**config.mk**
```make
export PLATFORM = sky130hd
export DESIGN_NAME = seg_display_driver_flat
export DESIGN_NICKNAME = d
export VERILOG_FILES = /design/src/rtl/seg_display_driver_pkg.sv /design/src/rtl/seg_display_driver_if.sv /design/src/rtl/seg_display_driver_bcd.sv /design/src/rtl/seg_display_driver.sv /design/src/flat_wrapper.sv
export SDC_FILE = /design/constraint.sdc
export NUM_CORES = 1
export LEC_CHECK = 0
export CAP_MARGIN = 20
export CORE_ASPECT_RATIO = 1.2
export CORE_UTILIZATION = 55
export CTS_BUF_LIST = sky130_fd_sc_hd__clkbuf_8
export DETAILED_ROUTE_END_ITERATION = 10
export GPL_TIMING_DRIVEN = 0
export HOLD_SLACK_MARGIN = 0.03
export PLACE_DENSITY = 0.76
export SKIP_LAST_GASP = 1
export SLEW_MARGIN = 20
export SYNTH_ARGS = -nofsm -noshare
export SYNTH_HDL_FRONTEND = slang
export SYNTH_SLANG_ARGS = --single-unit
```
**constraint.sdc**
```tcl
create_clock -name clk -period 2.15 [get_ports clk]
set_input_delay 0.645 -clock clk [delete_from_list [all_inputs] [get_ports clk]]
set_output_delay 0.645 -clock clk [all_outputs]
set_load 0.03 [all_outputs]
```
**src/rtl/seg_display_driver_pkg.sv**
```systemverilog
// ============================================================================
// Module : seg_display_driver_pkg
// Brief  : Shared widths, 7-segment codes and enums for the display driver.
// Rev    : 1.0
// ============================================================================
`default_nettype none

package seg_display_driver_pkg;

    localparam int DATA_W     = 6;
    localparam int NUM_DIGITS = 3;
    localparam int BCD_W      = 4;

    // Codes are {g,f,e,d,c,b,a}, active low.
    localparam logic [6:0] SEG_BLANK = 7'h7F;
    localparam logic [6:0] SEG_MINUS = 7'b0111111;

    localparam logic [6:0] SEG_DIGIT [0:9] = '{
        7'b1000000, 7'b1111001, 7'b0100100, 7'b0110000, 7'b0011001,
        7'b0010010, 7'b0000010, 7'b1111000, 7'b0000000, 7'b0010000
    };

    typedef enum logic [1:0] {
        DIG_UNITS = 2'd0,
        DIG_TENS  = 2'd1,
        DIG_SIGN  = 2'd2
    } digit_sel_t;

    typedef enum logic [1:0] {
        CONV_IDLE   = 2'd0,
        CONV_SHIFT  = 2'd1,
        CONV_COMMIT = 2'd2
    } conv_state_t;

    function automatic logic [6:0] digit_to_seg(input logic [BCD_W-1:0] d);
        logic [6:0] code;
        code = SEG_BLANK;
        if (d <= 4'd9) begin
            code = SEG_DIGIT[d];
        end
        return code;
    endfunction

endpackage

`default_nettype wire

```
**src/rtl/seg_display_driver_if.sv**
```systemverilog
// ============================================================================
// Module : seg_display_driver_if
// Brief  : Load/blank request side and 7-segment output bus of the driver.
// Rev    : 1.0
// ============================================================================
`default_nettype none

interface seg_display_driver_if;
    import seg_display_driver_pkg::*;

    logic [DATA_W-1:0]     value;
    logic                  load;
    logic                  blank;
    logic                  busy;
    logic [6:0]            seg;
    logic [NUM_DIGITS-1:0] an;

    modport master (
        output value, load, blank,
        input  busy, seg, an
    );

    modport slave (
        input  value, load, blank,
        output busy, seg, an
    );

endinterface

`default_nettype wire

```
**src/rtl/seg_display_driver_bcd.sv**
```systemverilog
// ============================================================================
// Module : seg_display_driver_bcd
// Brief  : Sequential double-dabble, one magnitude bit per cycle, then COMMIT.
// Rev    : 1.0
// ============================================================================
`default_nettype none

module seg_display_driver_bcd
    import seg_display_driver_pkg::*;
(
    input  wire logic              clk,
    input  wire logic              reset,
    input  wire logic              start_i,
    input  wire logic [DATA_W-1:0] mag_i,
    output logic                   busy_o,
    output logic                   done_o,
    output logic [BCD_W-1:0]       tens_o,
    output logic [BCD_W-1:0]       units_o
);

    localparam logic [2:0] C_LAST_SHIFT = 3'(DATA_W - 1);

    conv_state_t       state_q, state_d;
    logic [DATA_W-1:0] bin_q, bin_d;
    logic [BCD_W-1:0]  tens_q, tens_d;
    logic [BCD_W-1:0]  units_q, units_d;
    logic [2:0]        cnt_q, cnt_d;

    logic [BCD_W-1:0]  tens_adj;
    logic [BCD_W-1:0]  units_adj;

    always_ff @(posedge clk) begin
        if (reset) begin
            state_q <= CONV_IDLE;
            bin_q   <= '0;
            tens_q  <= '0;
            units_q <= '0;
            cnt_q   <= '0;
        end else begin
            state_q <= state_d;
            bin_q   <= bin_d;
            tens_q  <= tens_d;
            units_q <= units_d;
            cnt_q   <= cnt_d;
        end
    end

    // Nibbles are corrected before the shift so they never exceed 9 afterwards.
    always_comb begin
        tens_adj  = (tens_q  >= 4'd5) ? tens_q  + 4'd3 : tens_q;
        units_adj = (units_q >= 4'd5) ? units_q + 4'd3 : units_q;

        state_d = state_q;
        bin_d   = bin_q;
        tens_d  = tens_q;
        units_d = units_q;
        cnt_d   = cnt_q;

        case (state_q)
            CONV_IDLE: begin
                if (start_i) begin
                    bin_d   = mag_i;
                    tens_d  = '0;
                    units_d = '0;
                    cnt_d   = '0;
                    state_d = CONV_SHIFT;
                end
            end
            CONV_SHIFT: begin
                tens_d  = {tens_adj[2:0], units_adj[3]};
                units_d = {units_adj[2:0], bin_q[DATA_W-1]};
                bin_d   = {bin_q[DATA_W-2:0], 1'b0};
                cnt_d   = cnt_q + 3'd1;
                if (cnt_q == C_LAST_SHIFT) begin
                    state_d = CONV_COMMIT;
                end
            end
            CONV_COMMIT: begin
                state_d = CONV_IDLE;
            end
            default: begin
                state_d = CONV_IDLE;
            end
        endcase
    end

    assign busy_o  = (state_q != CONV_IDLE);
    assign done_o  = (state_q == CONV_COMMIT);
    assign tens_o  = tens_q;
    assign units_o = units_q;

endmodule

`default_nettype wire

```
**src/rtl/seg_display_driver.sv**
```systemverilog
// ============================================================================
// Module : seg_display_driver
// Brief  : Captures a signed result, converts to BCD and scans 3 digits.
// Rev    : 1.0
// ============================================================================
`default_nettype none

module seg_display_driver
    import seg_display_driver_pkg::*;
#(
    parameter int REFRESH_DIV = 100_000
) (
    input  wire logic            clk,
    input  wire logic            reset,
    seg_display_driver_if.slave  bus
);

    localparam int              CNT_W    = (REFRESH_DIV > 1) ? $clog2(REFRESH_DIV) : 1;
    localparam logic [CNT_W-1:0] C_CNT_TC = CNT_W'(REFRESH_DIV - 1);

    logic                  conv_busy;
    logic                  conv_done;
    logic [BCD_W-1:0]      conv_tens;
    logic [BCD_W-1:0]      conv_units;
    logic                  accept;
    logic [DATA_W-1:0]     mag;

    logic                  sign_pend_q, sign_pend_d;
    logic                  sign_q, sign_d;
    logic [BCD_W-1:0]      tens_q, tens_d;
    logic [BCD_W-1:0]      units_q, units_d;
    logic [CNT_W-1:0]      scan_cnt_q, scan_cnt_d;
    digit_sel_t            dig_q, dig_d;
    logic [6:0]            seg_q, seg_d;
    logic [NUM_DIGITS-1:0] an_q, an_d;

    assign accept = bus.load & ~conv_busy;
    // -32 negates to 6'b100000, which reads correctly as unsigned 32.
    assign mag    = bus.value[DATA_W-1] ? (~bus.value + 6'd1) : bus.value;

    seg_display_driver_bcd u_bcd (
        .clk     (clk),
        .reset   (reset),
        .start_i (accept),
        .mag_i   (mag),
        .busy_o  (conv_busy),
        .done_o  (conv_done),
        .tens_o  (conv_tens),
        .units_o (conv_units)
    );

    always_ff @(posedge clk) begin
        if (reset) begin
            sign_pend_q <= 1'b0;
            sign_q      <= 1'b0;
            tens_q      <= '0;
            units_q     <= '0;
            scan_cnt_q  <= '0;
            dig_q       <= DIG_UNITS;
            seg_q       <= SEG_BLANK;
            an_q        <= '1;
        end else begin
            sign_pend_q <= sign_pend_d;
            sign_q      <= sign_d;
            tens_q      <= tens_d;
            units_q     <= units_d;
            scan_cnt_q  <= scan_cnt_d;
            dig_q       <= dig_d;
            seg_q       <= seg_d;
            an_q        <= an_d;
        end
    end

    always_comb begin
        sign_pend_d = accept ? bus.value[DATA_W-1] : sign_pend_q;
        sign_d      = sign_q;
        tens_d      = tens_q;
        units_d     = units_q;
        if (conv_done) begin
            sign_d  = sign_pend_q;
            tens_d  = conv_tens;
            units_d = conv_units;
        end
    end

    always_comb begin
        scan_cnt_d = scan_cnt_q + CNT_W'(1);
        dig_d      = dig_q;
        if (scan_cnt_q == C_CNT_TC) begin
            scan_cnt_d = '0;
            case (dig_q)
                DIG_UNITS: dig_d = DIG_TENS;
                DIG_TENS:  dig_d = DIG_SIGN;
                default:   dig_d = DIG_UNITS;
            endcase
        end
    end

    // Tens suppresses a leading zero; a minus is never shown for zero.
    always_comb begin
        seg_d = SEG_BLANK;
        an_d  = '1;
        case (dig_q)
            DIG_UNITS: begin
                seg_d = digit_to_seg(units_q);
                an_d  = 3'b110;
            end
            DIG_TENS: begin
                seg_d = (tens_q == '0) ? SEG_BLANK : digit_to_seg(tens_q);
                an_d  = 3'b101;
            end
            DIG_SIGN: begin
                seg_d = (sign_q && ((tens_q != '0) || (units_q != '0))) ? SEG_MINUS : SEG_BLANK;
                an_d  = 3'b011;
            end
            default: begin
                seg_d = SEG_BLANK;
                an_d  = '1;
            end
        endcase
        if (bus.blank) begin
            an_d = '1;
        end
    end

    assign bus.busy = conv_busy;
    assign bus.seg  = seg_q;
    assign bus.an   = an_q;

endmodule

`default_nettype wire
```
**src/flat_wrapper.sv**
```systemverilog
// flat-port wrapper written by rule: the top's interface ports become plain ports
module seg_display_driver_flat import seg_display_driver_pkg::*;
#(
    parameter int REFRESH_DIV = 100_000
)
  (clk, reset, bus_value, bus_load, bus_blank, bus_busy, bus_seg, bus_an);
  seg_display_driver_if bus_i ();
  input  wire logic clk;
  input  wire logic reset;
  input wire logic [$bits(bus_i.value)-1:0] bus_value;
  input wire logic [$bits(bus_i.load)-1:0] bus_load;
  input wire logic [$bits(bus_i.blank)-1:0] bus_blank;
  output wire logic [$bits(bus_i.busy)-1:0] bus_busy;
  output wire logic [$bits(bus_i.seg)-1:0] bus_seg;
  output wire logic [$bits(bus_i.an)-1:0] bus_an;
  assign bus_i.value = bus_value;
  assign bus_i.load = bus_load;
  assign bus_i.blank = bus_blank;
  assign bus_busy = bus_i.busy;
  assign bus_seg = bus_i.seg;
  assign bus_an = bus_i.an;
  seg_display_driver #(.REFRESH_DIV(REFRESH_DIV)) u_core (.clk(clk), .reset(reset), .bus(bus_i));
endmodule
```
### Yosys cells after proc, flatten, opt, wreduce, memory -nomap -nowiden

Memory sizes are Yosys's and may differ from the RTL's.
Index checks and enable logic that the tools add are counted.

| word-level totals | value |
|---|---|
| memories kept | 2 |
| memory bits (read-only) | 224 |
| bits of input ports | 10 |
| output and inout port bits | 11 |
| register bits after elaboration | 58 |

| operators by class | value |
|---|---|
| bitwise gates (word level) | 5 |
| reductions and logical operators | 13 |
| eq/ne operators | 8 |
| magnitude comparators | 6 |
| mux-type cells | 24 |
| add/sub/neg operators | 5 |

Memories:

| name | words | width | read ports | clocked after memory_dff | write ports | RTL line | RTL |
|---|---|---|---|---|---|---|---|
| (no name shown) | 16 | 7 | 1 | 0 | 0 | seg_display_driver_pkg.sv:39 | `code = SEG_DIGIT[d];` |
| (no name shown) | 16 | 7 | 1 | 0 | 0 | seg_display_driver_pkg.sv:39 |  |

Operator list:

| operator | count |
|---|---|
| two-way mux 7 bit | 8 |
| one-hot mux 7 bit (3 select lines) | 1 |
| adder 17 x 1 -> 17 bit, second input constant | 1 |
| == test 17 bit, second input constant | 1 |
| one-hot mux 4 bit (2 select lines) | 2 |
| two-way mux 6 bit | 2 |
| one-hot mux 6 bit (2 select lines) | 1 |
| >= comparator 5 bit, second input constant | 2 |
| inverter 4 -> 5 bit | 2 |
| one-hot mux 3 bit (3 select lines) | 1 |
| >= comparator 4 x 3 -> 1 bit, second input constant | 2 |
| less-or-equal comparator 4 bit, second input constant | 2 |
| two-way mux 4 bit | 2 |
| one-hot mux 2 bit (2 select lines) | 2 |
| nonzero test 4 bit | 2 |
| adder 6 x 1 -> 6 bit, second input constant | 1 |
| two-way mux 3 bit | 2 |
| inverter 6 bit | 1 |
| one-hot mux 3 bit (2 select lines) | 1 |
| adder 4 x 2 -> 4 bit, second input constant | 1 |
| == test 2 x 1 -> 1 bit, second input constant | 2 |
| == test 2 bit, second input constant | 2 |
| logical NOT 2 bit | 2 |
| logical NOT 4 bit | 1 |
| other kinds (13) | 17 |

### Depth between registers and ports, before layout

| depth | value |
|---|---|
| depth in word-level cells | 7 |
| gate-level depth with buffers | 8 |
| depth with buffers taken out | 6 |

### Cells and area by module

From an unflattened synthesis, not the netlist that was laid out.

| second synthesis, totals | value |
|---|---|
| cells, all modules | 333 |
| area total of the unflattened synthesis | 2969.1 um^2 |

Modules (own cells, without submodules):

| module | sequential area each (um^2) | times used | cells each | area an instance (um^2) |
|---|---|---|---|---|
| seg_display_driver | 780.7 | 1 | 225 | 2019.4 |
| seg_display_driver_bcd | 380.4 | 1 | 108 | 949.7 |

### Worst setup path after synthesis

No wires, ideal clock.

| timing path | value |
|---|---|
| path type | reg-to-reg |
| start | reg u_core.tens_q[0] |
| end | reg u_core.seg_q[3], in the netlist u_core.bus.seg[3] |
| period minus slack after synthesis | 1646 ps |
| slack | 504 ps |
| required time | 2016 ps |
| buffers on the path | 0 |
| data arrival time | 1512 ps |
| cell stages (with the launch flop) | 7 |
| path through | dfxtp_1 > inv_1 > ha_1 > nor2b_1 > o22ai_2 > o22ai_1 > or4_1 |

| on the way | value |
|---|---|
| cells in the longest elaborated chain, start to end | 7 |
| elaborated cells between the ends (all ways) | 9 |
| classes of those cells | 1 x order compare; 5 x mux; 1 x bitwise; 1 x reduce/logical; 1 x memory |

RTL lines:

| element | RTL line | RTL |
|---|---|---|
| start: declaration | seg_display_driver.sv:30 | `logic [BCD_W-1:0] tens_q, tens_d;` |
| start signal: assignment | seg_display_driver.sv:65 | `tens_q <= tens_d;` |
| inverter 4 -> 5 bit (not written as such) | seg_display_driver_pkg.sv:39 |  |
| memory read (16 x 7 bit) | - |  |
| two-way mux 7 bit (not written as such) (2 in a row) | seg_display_driver_pkg.sv:39 |  |
| two-way mux 7 bit | seg_display_driver_pkg.sv:38 | `if (d <= 4'd9) begin` |
| two-way mux 7 bit * | seg_display_driver.sv:109 | `seg_d = (tens_q == '0) ? SEG_BLANK : digit_to_seg(tens_q);` |
| one-hot mux 7 bit (3 select lines) * | seg_display_driver.sv:103 | `case (dig_q)` |
| end signal: assignment | seg_display_driver.sv:69 | `seg_q <= seg_d;` |
| end: declaration | seg_display_driver.sv:34 | `logic [6:0] seg_q, seg_d;` |

Every way passes the cells marked *; elsewhere a longest branch is shown, timed or not. The select of a mux whose other input is x is not followed.
A chain may end at the register's enable or synchronous reset.

### Worst setup path in the final report

| timing path | value |
|---|---|
| start | in reset |
| end | reg u_core.u_bcd.cnt_q[2] |

RTL lines:

| element | RTL line | RTL |
|---|---|---|
| start: declaration | flat_wrapper.sv:9 | `input wire logic reset;` |
| end signal: assignment | seg_display_driver_bcd.sv:44 | `cnt_q <= cnt_d;` |
| end: declaration | seg_display_driver_bcd.sv:27 | `logic [2:0] cnt_q, cnt_d;` |

No word-level cell between the ends.

==> impl.org <==
** Outcome
- Result of the run :: complete, no violations

** Power and ir drop
- Dividing total power by cell area gives a power density of 724 mW/mm².
- After layout, the design draws a total of 2.47 mW.
- Leakage power :: 1.30 nW
- Peak supply drop :: 525 µV

** Global routing
- Number of antenna violations at the first check in global routing :: 0
- Global routing used 23.5% of the available tracks.
- Maximum number of pins on one net before global-route repair :: 11
- The total overflow left after global routing is 0.
- Vias in the first global route :: 2,195
- Global-route wire length before repair :: 9650 µm

** Clocking
- Once the clock tree was built, the setup fixing pass inserted 0 buffers.
- Clock tree sinks :: 58
- For the worst-skew pair, the clock arrives at the later sink with an insertion delay of 0.34 ns.
- In this run the number of H-tree levels came out at 3.
- Clock tree from TritonCTS :: done
- Hold repair after CTS inserted 0 buffers.
- The tree is rooted in a clkbuf_8.
- Maximum buffer depth of the clock tree :: 2
- Inserted Clock Buffers :: 9
- Clock-pin slew on the worst setup and hold paths :: 0.06 ns

** STA
- Of the available clock period, the critical path in the final layout requires 94.7%.
- Setup violations remaining at the end of the flow were counted as 0.
- The number of endpoints with negative hold slack in the final report came to 0.
- Worst slew pin tran :: 0.652 ns
- Setup repair after global routing left no endpoint under its margin.
- Minimum period implied by the final worst setup slack :: 2.04 ns
- Final-report max-slew violation count :: 0
- Achievable clock frequency :: 491 MHz
- Across the routed clock network, the largest skew measured is 0.00565 ns.
- In this run the tightest slew margin relative to its limit is 56.3%.
- Final setup margin :: 0.113 ns

** Finish
- The top cell types in the final layout, fill and taps aside, are 58 x dfxtp_1, 40 x nor2_1, 37 x nand2_1, 24 x a21oi_1, 19 x clkdlybuf4s50_1.
- Relative area change from synthesis to final layout :: 17.7%
- Final Net Count :: 396
- Most frequent standard cell in the layout excluding fill and tap cells :: dfxtp_1
- Fraction of final layout cells with drive strength greater than 1 :: 8.58%
- In the final layout, the multi-input gates occupy 0.00160 mm².
- Sequential cell area in the final layout :: 0.00116 mm²
- The repair_antennas step left the layout with diodes totalling 0.
- Once layout is complete, the cells apart from fillers number 433.
- Filler cell count in the final layout :: 435

** Place
- Port-buffer cells :: 20
- Counting tap cells, the placed design contains a total of 417 instances.
- RD Place Congestion :: 0.861
- Post-place setup slack :: -0.302 ns
- Detailed placement HPWL :: 4210 µm

** Synth
- Ys Warns :: 0
- Yosys mapped the design onto 49 distinct sky130hd cell types.
- Of the post-synthesis cell area, the dominant cell type holds 40.1%.
- Syn_nets :: 365
- After synthesis, the cell types taking the most area are dfxtp_1 40%, ha_1 7.8%, nor2_1 5.2%.
- Synth async-reset ratio :: 0%
- Counting every instance in the synthesized netlist gives 337.
- Of the synthesized area, sequential elements account for 40.1%.
- Cell type contributing the most total cell area after synthesis :: dfxtp_1
- The synthesized design contains 0 enable-type register cells.
- Number of register bits inferred by synthesis :: 58
- Area of the mapped netlist :: 0.00290 mm²
- Top flip-flop cell by instance count after synthesis :: dfxtp_1
- Mapped Avg Cell Area :: 8.60 µm²

** Worst setup path
- STA classifies the critical path startpoint as an input port.
- Delay of the slowest critical-path stage :: 0.61 ns
- Bufs and invs on worst path :: 3
- At the worst endpoint, the required time is 2.36 ns.
- Kind of critical path :: input port to flip-flop
- CP arrival :: 2.25 ns
- Cell family with the largest share of critical-path delay :: buffers and inverters
- Critical path endpoint category :: flip-flop
- Along the worst path, the maximum fanout reaches 10.
- The cell that appears most often on the critical path is clkbuf_1.
- Cells traversed along the worst timing path :: clkdlybuf4s50_1, clkbuf_1, clkbuf_1, nor2_1
- The slowest stage of the critical path is the clkdlybuf4s50_1 cell.

** Die
- Core ar. :: 0.00501 mm²
- Initial cell density of the core :: 57.8%
- 21 I/O pins were placed.
- Placement Rows :: 28
- The floorplan step defined a die boundary enclosing 0.00556 mm².
- From bottom edge to top edge, the die measures 81.5 µm.
- Die X :: 68.2 µm

** Detailed routing
- The first routing iteration left 153 violations.
- Post-detailed-route via-to-cell ratio :: 5.57
- Routed WL :: 6010 µm
- Before antenna repair, the detailed router went through 4 iterations.
- DR vias :: 2,410
- DRC violations left :: 0
- Antenna viol nets, final :: 0
- Routed wirelength normalized by instance count :: 13.9 µm

** Run
- Max-cap violations in this run came to 0.

** Min path
- The path class of the tightest hold or removal check is flip-flop to flip-flop.
==> power breakdown <==
group	total (mW)	switching [mW]	internal (mW)	leakage, nW
clock	1.19	0.444	0.745	0.119
sequential	1.11	0.0151	1.10	0.472
combinational	0.164	0.0934	0.0702	0.709
total	2.47	0.553	1.91	1.30
==> routing by layer <==
layer / vias up / global-route usage [%] / part of all wire, %
met5: - / 0 / 0
met1: 1122 / 27.9 / 45
met3: 11 / 5.83 / 4.7
met2: 47 / 39.1 / 49
met4: 0 / 10.4 / 1.5
li1: 1230 / - / -
==> registers in the layout, summed over array words and instances (netlist names) <==
register,flops
u_core.scan_cnt_q,17
u_core.bus.seg,7
u_core.u_bcd.bin_q,6
u_core.tens_q,4
u_core.u_bcd.tens_o,4
u_core.u_bcd.units_o,4
u_core.units_q,4
u_core.bus.an,3
u_core.u_bcd.cnt_q,3
u_core.dig_q,2
u_core.u_bcd.state_q,2
u_core.sign_pend_q,1
u_core.sign_q,1
==> through the flow <==
stage,utilization [%],TNS [ns],instance area (µm²),hold slack [ns]
global route,68.1,0,3410,0.484
finish,68.1,0,3410,0.462
detailed placement,63.3,-5.26,3170,0.453
floorplan,-,0,2900,0.426
global placement,63.3,-5.06,3170,0.439
CTS,68.0,0,3410,0.468
==> final timing paths <==
check	cells past startpoint	to	startpoint	slack (ns)
min reg2reg	1	u_core.scan_cnt_q[0]$_SDFF_PP0_	u_core.scan_cnt_q[0]$_SDFF_PP0_	0.46
max	4	u_core.u_bcd.cnt_q[2]$_SDFFE_PP0P_	reset	0.11
max reg2reg	6	u_core.bus.seg[3]$_SDFF_PP1_	u_core.tens_q[0]$_SDFFE_PP0N_	0.29
min	1	u_core.scan_cnt_q[0]$_SDFF_PP0_	u_core.scan_cnt_q[0]$_SDFF_PP0_	0.46
==> cells in the mapped netlist, types with 2 or more instances <==
cell / count
a32oi_1: 2
nor4bb_1: 2
nor2_1: 40
clkbuf_1: 11
dfxtp_1: 58
a222oi_1: 3
o21ai_1: 3
nand4_1: 8
nand3_1: 8
xor2_1: 13
o31ai_1: 2
o22ai_1: 3
buf_2: 2
o21ai_0: 14
buf_4: 2
xnor2_1: 6
nand2b_1: 12
o2111ai_1: 2
nor2b_1: 5
mux2_2: 2
nor3b_1: 2
buf_6: 2
a21oi_1: 24
ha_1: 18
mux2i_1: 4
nor3_1: 5
nand3b_1: 5
a211o_1: 2
inv_1: 13
or2_2: 2
nand2_1: 37
and4_1: 4
or3_1: 3
a22oi_1: 3
==> what timing repair did <==
item | 4_1_cts | 5_1_grt
gates resized for setup | 1 | 2
hold endpoints to repair | 0 | 0
pin swaps | 0 | 0
endpoints found under the setup margin | 1 | 10
==> cell families after synthesis <==
logic type | Yosys count | synth area share, %
AO/OA/AOI/OAI | 66 | 14.3
XOR/XNOR | 19 | 5.75
adder cells (fa/ha/maj) | 18 | 7.78
buffers and inverters | 30 | 4.75
flip-flops | 58 | 40.1
AND/OR/NAND/NOR | 140 | 25.1
multiplexers | 6 | 2.16
==> area by class of cell <==
class,count,area share (%)
clock buffer,12,4.84
timing repair buffer,20,5.83
clock inverter,4,2.13
tap,60,2.20
sequential,58,34.1
multi-input combinational,249,46.9
buffer,17,2.64
inverter,13,1.43
No activity file was read; power rests on OpenSTA's default activity.
